<file path="src/rtl/medidor_nota_tempo_if.sv">
// Bus between the game datapath and the key-press meter.
// The game side arms a measurement and reads back the results.
`timescale 1ns/1ps
interface medidor_nota_tempo_if #(
    parameter int N_BOTOES = 13,
    parameter int TEMPO_W  = 4
);
    logic                iniciar;
    logic [4:0]          nota_esperada;
    logic [TEMPO_W-1:0]  tempo_esperado;
    logic [N_BOTOES-1:0] botoes;
    logic                ocupado;
    logic                pronto;
    logic                nota_correta;
    logic                tempo_correto;
    logic [4:0]          nota_medida;
    logic [TEMPO_W-1:0]  tempo_medido;
    logic                multiplos;
    logic                timeout;

    modport master (
        output iniciar, nota_esperada, tempo_esperado, botoes,
        input  ocupado, pronto, nota_correta, tempo_correto,
               nota_medida, tempo_medido, multiplos, timeout
    );

    modport slave (
        input  iniciar, nota_esperada, tempo_esperado, botoes,
        output ocupado, pronto, nota_correta, tempo_correto,
               nota_medida, tempo_medido, multiplos, timeout
    );
endinterface

</file>
<file path="src/rtl/medidor_nota_tempo.sv">
// Measures one key press (which key, how long it was held) and grades it
// against the expected note and tempo latched when the measurement is armed.
`timescale 1ns/1ps
module medidor_nota_tempo #(
    parameter int CLOCK_FREQ     = 5000,
    parameter int N_BOTOES       = 13,
    parameter int TEMPO_W        = 4,
    parameter int UNIDADE        = CLOCK_FREQ / 2,
    parameter int TOLERANCIA     = CLOCK_FREQ / 8,
    parameter int TIMEOUT_CICLOS = 5 * CLOCK_FREQ
) (
    input  logic                clock,
    input  logic                reset,
    medidor_nota_tempo_if.slave bus
);
    localparam int CICLOS_MAX = (2 ** TEMPO_W) * UNIDADE;
    localparam int CW         = $clog2(CICLOS_MAX + 1);
    localparam int WW         = $clog2(TIMEOUT_CICLOS + 1);
    localparam int SW         = $clog2(UNIDADE + 1);

    localparam logic [CW-1:0]      CICLOS_SAT = CW'(CICLOS_MAX);
    localparam logic [CW-1:0]      UNID_C     = CW'(UNIDADE);
    localparam logic [CW-1:0]      TOL_C      = CW'(TOLERANCIA);
    localparam logic [WW-1:0]      TIMEOUT_C  = WW'(TIMEOUT_CICLOS - 1);
    localparam logic [SW-1:0]      SUB_ULT    = SW'(UNIDADE - 1);
    localparam logic [TEMPO_W-1:0] TEMPO_SAT  = '1;
    // The first counted cycle plus the half-unit rounding offset may already fill a unit.
    localparam bit                 SUB_CHEIO  = (UNIDADE / 2 + 1) >= UNIDADE;
    localparam logic [SW-1:0]      SUB_INI    = SUB_CHEIO ? '0 : SW'(UNIDADE / 2 + 1);
    localparam logic [TEMPO_W-1:0] UNID_INI   = SUB_CHEIO ? TEMPO_W'(1) : '0;

    typedef enum logic [2:0] {OCIOSO, ESPERA, PRESSIONADO, AVALIA, FIM} estado_t;

    estado_t             estado_q;
    logic [N_BOTOES-1:0] sync1_q, sync2_q, vetor_q;
    logic [4:0]          nota_esp_q;
    logic [TEMPO_W-1:0]  tempo_esp_q;
    logic [WW-1:0]       espera_q;
    logic [CW-1:0]       ciclos_q;
    logic [SW-1:0]       sub_q;
    logic [TEMPO_W-1:0]  unid_q;
    logic                varios_q;
    logic                ocupado_q, pronto_q, nota_correta_q, tempo_correto_q;
    logic                multiplos_q, timeout_q;
    logic [4:0]          nota_medida_q;
    logic [TEMPO_W-1:0]  tempo_medido_q;

    logic [N_BOTOES-1:0] botoes_s;
    logic                varios_s_d;
    logic [4:0]          nota_cod_d, nota_d;
    logic                nota_ok_d, tempo_ok_d;
    logic [CW-1:0]       produto_d, dif_d;

    assign botoes_s   = sync2_q;
    assign varios_s_d = |(botoes_s & (botoes_s - N_BOTOES'(1)));

    always_comb begin
        nota_cod_d = '0;
        for (int i = 0; i < N_BOTOES; i++) begin
            if (vetor_q[i]) nota_cod_d = 5'(i + 1);
        end
    end

    assign nota_d     = varios_q ? 5'h1F : nota_cod_d;
    assign nota_ok_d  = !varios_q && (nota_esp_q != 5'd0) && (nota_esp_q <= 5'(N_BOTOES))
                        && (nota_cod_d == nota_esp_q);
    assign produto_d  = CW'(tempo_esp_q) * UNID_C;
    assign dif_d      = (ciclos_q >= produto_d) ? (ciclos_q - produto_d) : (produto_d - ciclos_q);
    assign tempo_ok_d = (dif_d <= TOL_C);

    always_ff @(posedge clock or negedge reset) begin
        if (!reset) begin
            estado_q        <= OCIOSO;
            sync1_q         <= '0;
            sync2_q         <= '0;
            vetor_q         <= '0;
            nota_esp_q      <= '0;
            tempo_esp_q     <= '0;
            espera_q        <= '0;
            ciclos_q        <= '0;
            sub_q           <= '0;
            unid_q          <= '0;
            varios_q        <= 1'b0;
            ocupado_q       <= 1'b0;
            pronto_q        <= 1'b0;
            nota_correta_q  <= 1'b0;
            tempo_correto_q <= 1'b0;
            multiplos_q     <= 1'b0;
            timeout_q       <= 1'b0;
            nota_medida_q   <= '0;
            tempo_medido_q  <= '0;
        end else begin
            sync1_q  <= bus.botoes;
            sync2_q  <= sync1_q;
            pronto_q <= 1'b0;
            unique case (estado_q)
                OCIOSO: begin
                    if (bus.iniciar) begin
                        nota_esp_q      <= bus.nota_esperada;
                        tempo_esp_q     <= bus.tempo_esperado;
                        espera_q        <= '0;
                        varios_q        <= 1'b0;
                        ocupado_q       <= 1'b1;
                        nota_correta_q  <= 1'b0;
                        tempo_correto_q <= 1'b0;
                        multiplos_q     <= 1'b0;
                        timeout_q       <= 1'b0;
                        nota_medida_q   <= '0;
                        tempo_medido_q  <= '0;
                        estado_q        <= ESPERA;
                    end
                end
                ESPERA: begin
                    if (botoes_s != '0) begin
                        vetor_q  <= botoes_s;
                        varios_q <= varios_s_d;
                        ciclos_q <= CW'(1);
                        sub_q    <= SUB_INI;
                        unid_q   <= UNID_INI;
                        estado_q <= PRESSIONADO;
                    end else if (espera_q == TIMEOUT_C) begin
                        timeout_q <= 1'b1;
                        pronto_q  <= 1'b1;
                        ocupado_q <= 1'b0;
                        estado_q  <= FIM;
                    end else begin
                        espera_q <= espera_q + WW'(1);
                    end
                end
                PRESSIONADO: begin
                    if (varios_s_d) varios_q <= 1'b1;
                    // Release and any change of the key set both end the press.
                    if (botoes_s != vetor_q) begin
                        estado_q <= AVALIA;
                    end else if (ciclos_q != CICLOS_SAT) begin
                        ciclos_q <= ciclos_q + CW'(1);
                        if (sub_q == SUB_ULT) begin
                            sub_q <= '0;
                            if (unid_q != TEMPO_SAT) unid_q <= unid_q + TEMPO_W'(1);
                        end else begin
                            sub_q <= sub_q + SW'(1);
                        end
                    end
                end
                AVALIA: begin
                    nota_medida_q   <= nota_d;
                    nota_correta_q  <= nota_ok_d;
                    tempo_medido_q  <= unid_q;
                    tempo_correto_q <= tempo_ok_d;
                    multiplos_q     <= varios_q;
                    pronto_q        <= 1'b1;
                    ocupado_q       <= 1'b0;
                    estado_q        <= FIM;
                end
                FIM: estado_q <= OCIOSO;
                default: estado_q <= OCIOSO;
            endcase
        end
    end

    assign bus.ocupado       = ocupado_q;
    assign bus.pronto        = pronto_q;
    assign bus.nota_correta  = nota_correta_q;
    assign bus.tempo_correto = tempo_correto_q;
    assign bus.nota_medida   = nota_medida_q;
    assign bus.tempo_medido  = tempo_medido_q;
    assign bus.multiplos     = multiplos_q;
    assign bus.timeout       = timeout_q;
endmodule

</file>
<file path="src/flat_wrapper.sv">
// flat-port wrapper written by rule: the top's interface ports become plain ports
module medidor_nota_tempo_flat 
#(
    parameter int CLOCK_FREQ     = 5000,
    parameter int N_BOTOES       = 13,
    parameter int TEMPO_W        = 4,
    parameter int UNIDADE        = CLOCK_FREQ / 2,
    parameter int TOLERANCIA     = CLOCK_FREQ / 8,
    parameter int TIMEOUT_CICLOS = 5 * CLOCK_FREQ
)
  (clock, reset, bus_iniciar, bus_nota_esperada, bus_tempo_esperado, bus_botoes, bus_ocupado, bus_pronto, bus_nota_correta, bus_tempo_correto, bus_nota_medida, bus_tempo_medido, bus_multiplos, bus_timeout);
  medidor_nota_tempo_if #(.N_BOTOES(N_BOTOES), .TEMPO_W(TEMPO_W)) bus_i ();
  input  logic clock;
  input  logic reset;
  input wire logic [$bits(bus_i.iniciar)-1:0] bus_iniciar;
  input wire logic [$bits(bus_i.nota_esperada)-1:0] bus_nota_esperada;
  input wire logic [$bits(bus_i.tempo_esperado)-1:0] bus_tempo_esperado;
  input wire logic [$bits(bus_i.botoes)-1:0] bus_botoes;
  output wire logic [$bits(bus_i.ocupado)-1:0] bus_ocupado;
  output wire logic [$bits(bus_i.pronto)-1:0] bus_pronto;
  output wire logic [$bits(bus_i.nota_correta)-1:0] bus_nota_correta;
  output wire logic [$bits(bus_i.tempo_correto)-1:0] bus_tempo_correto;
  output wire logic [$bits(bus_i.nota_medida)-1:0] bus_nota_medida;
  output wire logic [$bits(bus_i.tempo_medido)-1:0] bus_tempo_medido;
  output wire logic [$bits(bus_i.multiplos)-1:0] bus_multiplos;
  output wire logic [$bits(bus_i.timeout)-1:0] bus_timeout;
  assign bus_i.iniciar = bus_iniciar;
  assign bus_i.nota_esperada = bus_nota_esperada;
  assign bus_i.tempo_esperado = bus_tempo_esperado;
  assign bus_i.botoes = bus_botoes;
  assign bus_ocupado = bus_i.ocupado;
  assign bus_pronto = bus_i.pronto;
  assign bus_nota_correta = bus_i.nota_correta;
  assign bus_tempo_correto = bus_i.tempo_correto;
  assign bus_nota_medida = bus_i.nota_medida;
  assign bus_tempo_medido = bus_i.tempo_medido;
  assign bus_multiplos = bus_i.multiplos;
  assign bus_timeout = bus_i.timeout;
  medidor_nota_tempo #(.CLOCK_FREQ(CLOCK_FREQ), .N_BOTOES(N_BOTOES), .TEMPO_W(TEMPO_W), .UNIDADE(UNIDADE), .TOLERANCIA(TOLERANCIA), .TIMEOUT_CICLOS(TIMEOUT_CICLOS)) u_core (.clock(clock), .reset(reset), .bus(bus_i));
endmodule
</file>
<file path="config.mk">
export PLATFORM = sky130hd
export DESIGN_NAME = medidor_nota_tempo_flat
export DESIGN_NICKNAME = d
export VERILOG_FILES = /design/src/rtl/medidor_nota_tempo_if.sv /design/src/rtl/medidor_nota_tempo.sv /design/src/flat_wrapper.sv
export SDC_FILE = /design/constraint.sdc
export NUM_CORES = 1
export LEC_CHECK = 0
export BUFFER_PORTS_ARGS = -buffer_cell sky130_fd_sc_hd__buf_2
export CORE_MARGIN = 5
export CORE_UTILIZATION = 55
export DETAILED_ROUTE_END_ITERATION = 7
export PLACE_DENSITY = 0.71
export SETUP_SLACK_MARGIN = 0.1
export SLEW_MARGIN = 20
export SYNTH_ARGS = -nofsm -noshare
export SYNTH_HDL_FRONTEND = slang
export SYNTH_SLANG_ARGS = --single-unit
</file>
<file path="constraint.sdc">
create_clock -name clock -period 7.6 [get_ports clock]
set_clock_uncertainty 0.05 [all_clocks]
set_input_delay 1.14 -clock clock [delete_from_list [all_inputs] [get_ports clock]]
set_output_delay 1.14 -clock clock [all_outputs]
set_load 0.03 [all_outputs]
</file>
# After elaboration in Yosys (flattened, before gate mapping)
# Cells that the tools add are included.
[classes]
n_addsub = 7
mul = 1
div = 0
n_lt_le_gt_ge = 3
eq_ne = 21
shifts = 0
mux = 60
n_bitwise = 1
n_reduce_logical = 23
[op_table]
columns = ["cell", "n"]
rows = [
  ["$mux W5", 14],
  ["$mux W16", 4],
  ["$mux W12", 4],
  ["$mux W15", 3],
  ["$pmux W16 S2", 1],
  ["$sub A16 B16 Y16", 2],
  ["$pmux W15 S2", 1],
  ["$mux W4", 6],
  ["$pmux W12 S2", 1],
  ["$reduce_and A4 Y1", 5],
  ["$add A16 B1 Y16 const B", 1],
  ["$ge A16 B16 Y1", 1],
  ["$le A16 B10 Y1 const B", 1],
  ["$ne A16 B16 Y1 const B", 1],
  ["$pmux W4 S2", 2],
  ["$add A15 B1 Y15 const B", 1],
  ["$eq A15 B15 Y1 const B", 1],
  ["$mul A4 B10 Y14 const B", 1],
  ["$ne A2 B1 Y1 const B", 7],
  ["$and A13 B13 Y13", 1],
  ["$ne A13 B13 Y1", 1],
  ["$reduce_bool A13 Y1", 1],
  ["$reduce_or A13 Y1", 1],
  ["$sub A13 B1 Y13 const B", 1],
  ["other kinds (25)", 54],
]
[totals]
regBits = 114
latchBits = 0
mem_bits_rw = 0
mem_bits_ro = 0
in_bits = 25
out_inout_bits = 15
wordCells = 135
mem_count = 0

# Logic depth before layout (Yosys ltp)
[logic_depth]
depth_word = 16
ltp_mapped = 23
depth_no_buf = 23

# Worst setup path after synthesis
# No wires, ideal clock.
[synth_path]
path_kind = "reg-to-reg"
startpoint = "register u_core.tempo_esp_q[2]"
endpoint = "register u_core.tempo_correto_q (netlist: u_core.bus.tempo_correto)"
setup_ns = 0.095
t_arrival_ns = 4.578
path_slack_ns = 2.877
stages_incl_launch_ff = 23
path_cell_list = "dfrtp_1 inv_1 fa_1 inv_1 ha_1 inv_1 fa_1 inv_1 a21oi_1 o21bai_1 a21o_1 nand2_1 xnor2_1 ha_1 and4_1 and2_4 a221o_1 o21ai_0 o22ai_1 o211ai_1 xnor2_1 o21ai_1 o31ai_1"
[synth_between]
elab_chain_len = 5
word_cells_on_any_way = 7
classes_between = "add/sub: 2; mul: 1; order compare: 2; mux: 2"
[synth_lines]
columns = ["item", "line", "rtl"]
rows = [
  ["start: declaration", "medidor_nota_tempo.sv:37", "logic [TEMPO_W-1:0] tempo_esp_q;"],
  ["start signal: assignment", "medidor_nota_tempo.sv:100", "tempo_esp_q <= bus.tempo_esperado;"],
  ["$mul A4 B10 Y14 (*)", "medidor_nota_tempo.sv:67", "assign produto_d = CW'(tempo_esp_q) * UNID_C;"],
  ["$sub A16 B16 Y16 or $ge A16 B16 Y1 (tied branches)", "medidor_nota_tempo.sv:68", "assign dif_d = (ciclos_q >= produto_d) ? (ciclos_q - produto_d) : (produto_d - ciclos_q);"],
  ["$mux W16 (*)", "medidor_nota_tempo.sv:68", ""],
  ["$le A16 B10 Y1 (*)", "medidor_nota_tempo.sv:69", "assign tempo_ok_d = (dif_d <= TOL_C);"],
  ["$pmux W1 S2 (*)", "medidor_nota_tempo.sv:96", "unique case (estado_q)"],
  ["end signal: assignment", "medidor_nota_tempo.sv:149", "tempo_correto_q <= tempo_ok_d;"],
  ["end: declaration", "medidor_nota_tempo.sv:43", "logic ocupado_q, pronto_q, nota_correta_q, tempo_correto_q;"],
]
# Mark *: on every way between the ends. The rest lies on a longest branch, timed or not.
# A chain may end at the register's enable or synchronous reset.

# Final worst setup path
[layout_path]
startpoint = "register u_core.tempo_esp_q[1]"
endpoint = "register u_core.tempo_correto_q (netlist: u_core.bus.tempo_correto)"
# The elaborated chain is that of the path after synthesis.

==> metrics.log <==
INFO  metric gr-usage-met2 = 0.394
INFO  metric crit-reg2reg-launch = u_core.tempo_esp_q[1]$_DFFE_PN0P_
INFO  metric synthTopCellsByArea = dfrtp_1, ha_1, xnor2_1
INFO  metric power.clock.fraction = 0.213
INFO  metric start_kind = flip-flop
INFO  metric rsz_0062_raised_after_global_routing = false
INFO  metric timing.max_cap.violations = 0
INFO  metric syn-cell-area = 0.00689 sq mm
INFO  metric final-max-slew-violation-count = 0
INFO  metric detailedRoute.firstIterationViolations = between 400 and 500
INFO  metric via_count = between 5000 and 6000
INFO  metric synth_ff_type = dfrtp_1
INFO  metric postCtsSetupRepairBufs = 0
INFO  metric syn-mean-instance-area = 9.27 sq um
INFO  metric gr-total-overflow = 0
INFO  metric arrival = about 5500 ps
INFO  metric share_seq_of_total_power = 0.227
INFO  metric worstHoldPathType = reg -> reg
INFO  metric slew_headroom = 0.361
INFO  metric total_leakage_power = about 3.7 nW
INFO  metric yosys_warnings = 0
INFO  metric drcViolationCount = 0
INFO  metric antenna_violating_nets_post_route = 0
INFO  metric internal_power = around 2.1 mW
INFO  metric rows = 40
INFO  metric die_height = about 120 um
INFO  metric synth-seq-cells = ~110
INFO  metric status = completed
INFO  metric layout-drive-gt1-share = 0.119
INFO  metric clockRootBuffer = clkbuf_16
INFO  metric p_comb_frac = 0.561
INFO  metric top_usage_layer = met2
INFO  metric fp.coreArea = ~0.012 sq mm
INFO  metric hold_ws = around 300 ps
INFO  metric achievable-frequency = roughly 190 MHz
INFO  metric finalHoldViolations = 0
INFO  metric clk-insertion-delay-late = 420 ps
INFO  metric totalNegativeSetupSlack = 0 ps
INFO  metric max_stage_delay = 560 ps
INFO  metric critical_path.max_fanout = 6
INFO  metric synth_top_cell_area_share = 0.410
INFO  metric cts_made_buffers = 17
INFO  metric crit_path_end_kind = flip-flop
INFO  metric numClockSinks = 113
INFO  metric tritoncts = built
INFO  metric hold_path.startpoint = u_core.sync1_q[2]$_DFF_PN0_
INFO  metric cts_hold_repair.buffers = 0
INFO  metric groute.layer.met1.usage = 0.294
INFO  metric wire_per_inst = ~17 um
INFO  metric cp_slowest_cell = fa_1
INFO  metric worstMarginPinSlew = around 960 ps
INFO  metric initial_drt_pass_iterations = 5
INFO  metric synth.distinct_cells = 77
INFO  metric criticalPathCategory = reg -> reg
INFO  metric count_of_flip_flops_with_a_built_in_enable_after_synthesis = 0
INFO  metric ordered_cell_list_for_the_critical_path = inv_1 -> fa_1 -> inv_1 -> ha_1 -> inv_1 -> fa_1 -> inv_1 -> a21oi_1 -> o21bai_1 -> a21o_1 -> nand2_1 -> xnor2_1 -> ha_1 -> and4_1 -> and2_4 -> a221oi_1 -> nand2_1 -> o211ai_1 -> a31o_1 -> and3b_1 -> o21ai_1 -> o31ai_1
INFO  metric ys_async_sr_fraction = 1.00
INFO  metric antenna_found_initial = 0
INFO  metric place.gp.congestion = ~0.94
INFO  metric htree_num_levels = 4
INFO  metric sw_frac_of_total = 0.450
INFO  metric synth-seq-area-share = 0.410
INFO  metric total_inserted_antenna_cells = 0
INFO  metric max-vdd-ir-drop = ~0.29 mV
INFO  metric power = roughly 3.7 mW
INFO  metric period_minus_slack = roughly 5200 ps
INFO  metric synthCells = between 700 and 800
INFO  metric yosysTopAreaCell = dfrtp_1
INFO  metric io_buffer_count = 39
INFO  metric pwr_density_cell = about 480 mW/mm^2
INFO  metric drt_wl_total = about 17000 um
INFO  metric clk_transition_reported_paths = 60 ps
INFO  metric top_level_ports = 40
INFO  metric net_switching_power = 1.68 mW
INFO  metric finish.net_count = 857
INFO  metric setup_viol = 0
INFO  metric cts-resized-gates = 0
INFO  metric timing.critical_path.required = 7880 ps
INFO  metric grt_pass1_vias = around 5500
INFO  metric dieArea = between 0.01 and 0.015 sq mm
INFO  metric layout_area_growth_over_synthesis = 13.6%
INFO  metric hpwlAfterDp = roughly 12000 um
INFO  metric wire_length_of_the_first_global_routing_pass = around 27000 um
INFO  metric crit_start = u_core.tempo_esp_q[1]$_DFFE_PN0P_
INFO  metric grt_use_total = 0.235
INFO  metric global_route.usage.met3 = 0.0469
INFO  metric starting_utilization_of_the_core_area = 0.566
INFO  metric syn_nets = a little over 800
INFO  metric dominant_cell_type_by_count_on_the_critical_path = inv_1
INFO  metric via_to_cell_ratio = roughly 5.8
INFO  metric die_width = ~120 um
INFO  metric grt_start_max_net_pins = 70
INFO  metric fin_crit_sh = 0.687
INFO  metric clockBufferDepth = 2
power groups by stage:
stage	logic, mW	registers, mW	clock network [mW]
finish	2.09	0.845	0.793
global route	2.30	0.858	0.840
CTS	2.07	0.840	0.808
detailed placement	2.06	0.846	0
global placement	2.04	0.840	0
floorplan	1.54	0.863	0
worst max-delay path: cells and delay by family, from the launching register on:
family | cells | cell delay, ps
and+or+nand+nor | 5 | 880
buffers and inverters | 4 | 390
adders and majority gates | 4 | 1630
DFF | 1 | 440
xor gates and xnor gates | 1 | 200
AOI/OAI and AO/OA | 8 | 1550
per-layer routing:
metal | wire length, um | up-vias
li1 | - | 2685
met2 | 8140 | 173
met5 | 0 | -
met3 | 735 | 41
met1 | 7160 | 2734
met4 | 493 | 0
final timing paths:
kind / to / slack [ps] / cells after the start
max: u_core.bus.tempo_correto$_DFFE_PN0P_ / 2380 / 22
min: u_core.botoes_s[2]$_DFF_PN0_ / 290 / 0
max reg2reg: u_core.bus.tempo_correto$_DFFE_PN0P_ / 2380 / 22
min reg2reg: u_core.botoes_s[2]$_DFF_PN0_ / 290 / 0
max in group asynchronous: u_core.bus.pronto$_DFF_PN0_ / 5570 / 2
min in group asynchronous: u_core.botoes_s[0]$_DFF_PN0_ / 660 / 1
per-stage QoR:
| stage | std cells | worst slack, ps | cell area, sq um | util |
|---|---|---|---|---|
| 2_1_floorplan | 743 | 2880 | 6890 | - |
| 3_3_place_gp | 933 | 2570 | 7230 | 0.594 |
| 3_5_place_dp | 933 | 2430 | 7230 | 0.594 |
| 4_1_cts | 965 | 2400 | 7830 | 0.644 |
| 5_1_grt | 965 | 2030 | 7830 | 0.644 |
| 6_report | 965 | 2380 | 7830 | 0.644 |
placed cells by master, fill, tap and decap left out, types with 5 or more instances in the layout:
cell type,Yosys,layout
a21o_1,7,7
a21oi_1,45,44
a22o_1,6,6
and3_1,14,14
and4_1,7,7
buf_2,5,38
clkbuf_16,0,17
dfrtp_1,113,113
ha_1,44,44
inv_1,51,51
mux2_2,7,7
mux2i_1,5,5
nand2_1,81,81
nand2b_1,6,6
nand3_1,27,27
nand4_1,16,16
nor2_1,72,72
nor3_1,16,16
nor4_1,9,9
o211ai_1,7,7
o21ai_0,31,31
o21bai_1,6,6
xnor2_1,45,45
xor2_1,23,23
cells in the mapped netlist (16+ instances only):
cell and number:
nor2_1 72, xnor2_1 45, dfrtp_1 113, nand3_1 27
ha_1 44, nand2_1 81, nand4_1 16, o21ai_0 31
nor3_1 16, xor2_1 23, inv_1 51, a21oi_1 45
sequential cells by signal (all words and copies together), names as in the netlist:
signal,count
u_core.ciclos_q,16
u_core.espera_q,15
u_core.botoes_s,13
u_core.sync1_q,13
u_core.vetor_q,13
u_core.sub_q,12
u_core.bus.nota_medida,5
u_core.nota_esp_q,5
u_core.bus.tempo_medido,4
u_core.tempo_esp_q,4
u_core.unid_q,4
u_core.estado_q,3
u_core.bus.nota_correta,1
u_core.bus.ocupado,1
u_core.bus.pronto,1
u_core.bus.tempo_correto,1
u_core.bus.timeout,1
u_core.varios_q,1
final cells by class:
type / instances / area [sq um]
clock buffers: 22 / 474
clock inverters: 10 / 124
fillers: 999 / 4330
inverters: 51 / 191
multi-input cells: 560 / 3790
flip-flops and latches: 113 / 2830
well taps: 168 / 210
repair buffers: 41 / 213
cell families after synthesis:
| family | synth area share |
|---|---|
| simple gates | 0.213 |
| compound gates | 0.139 |
| flops | 0.410 |
| buf+inv | 0.0403 |
| xor+xnor | 0.0865 |
| fa+ha+maj | 0.0915 |
| mux | 0.0187 |
Power figures use the tool's default switching activity.
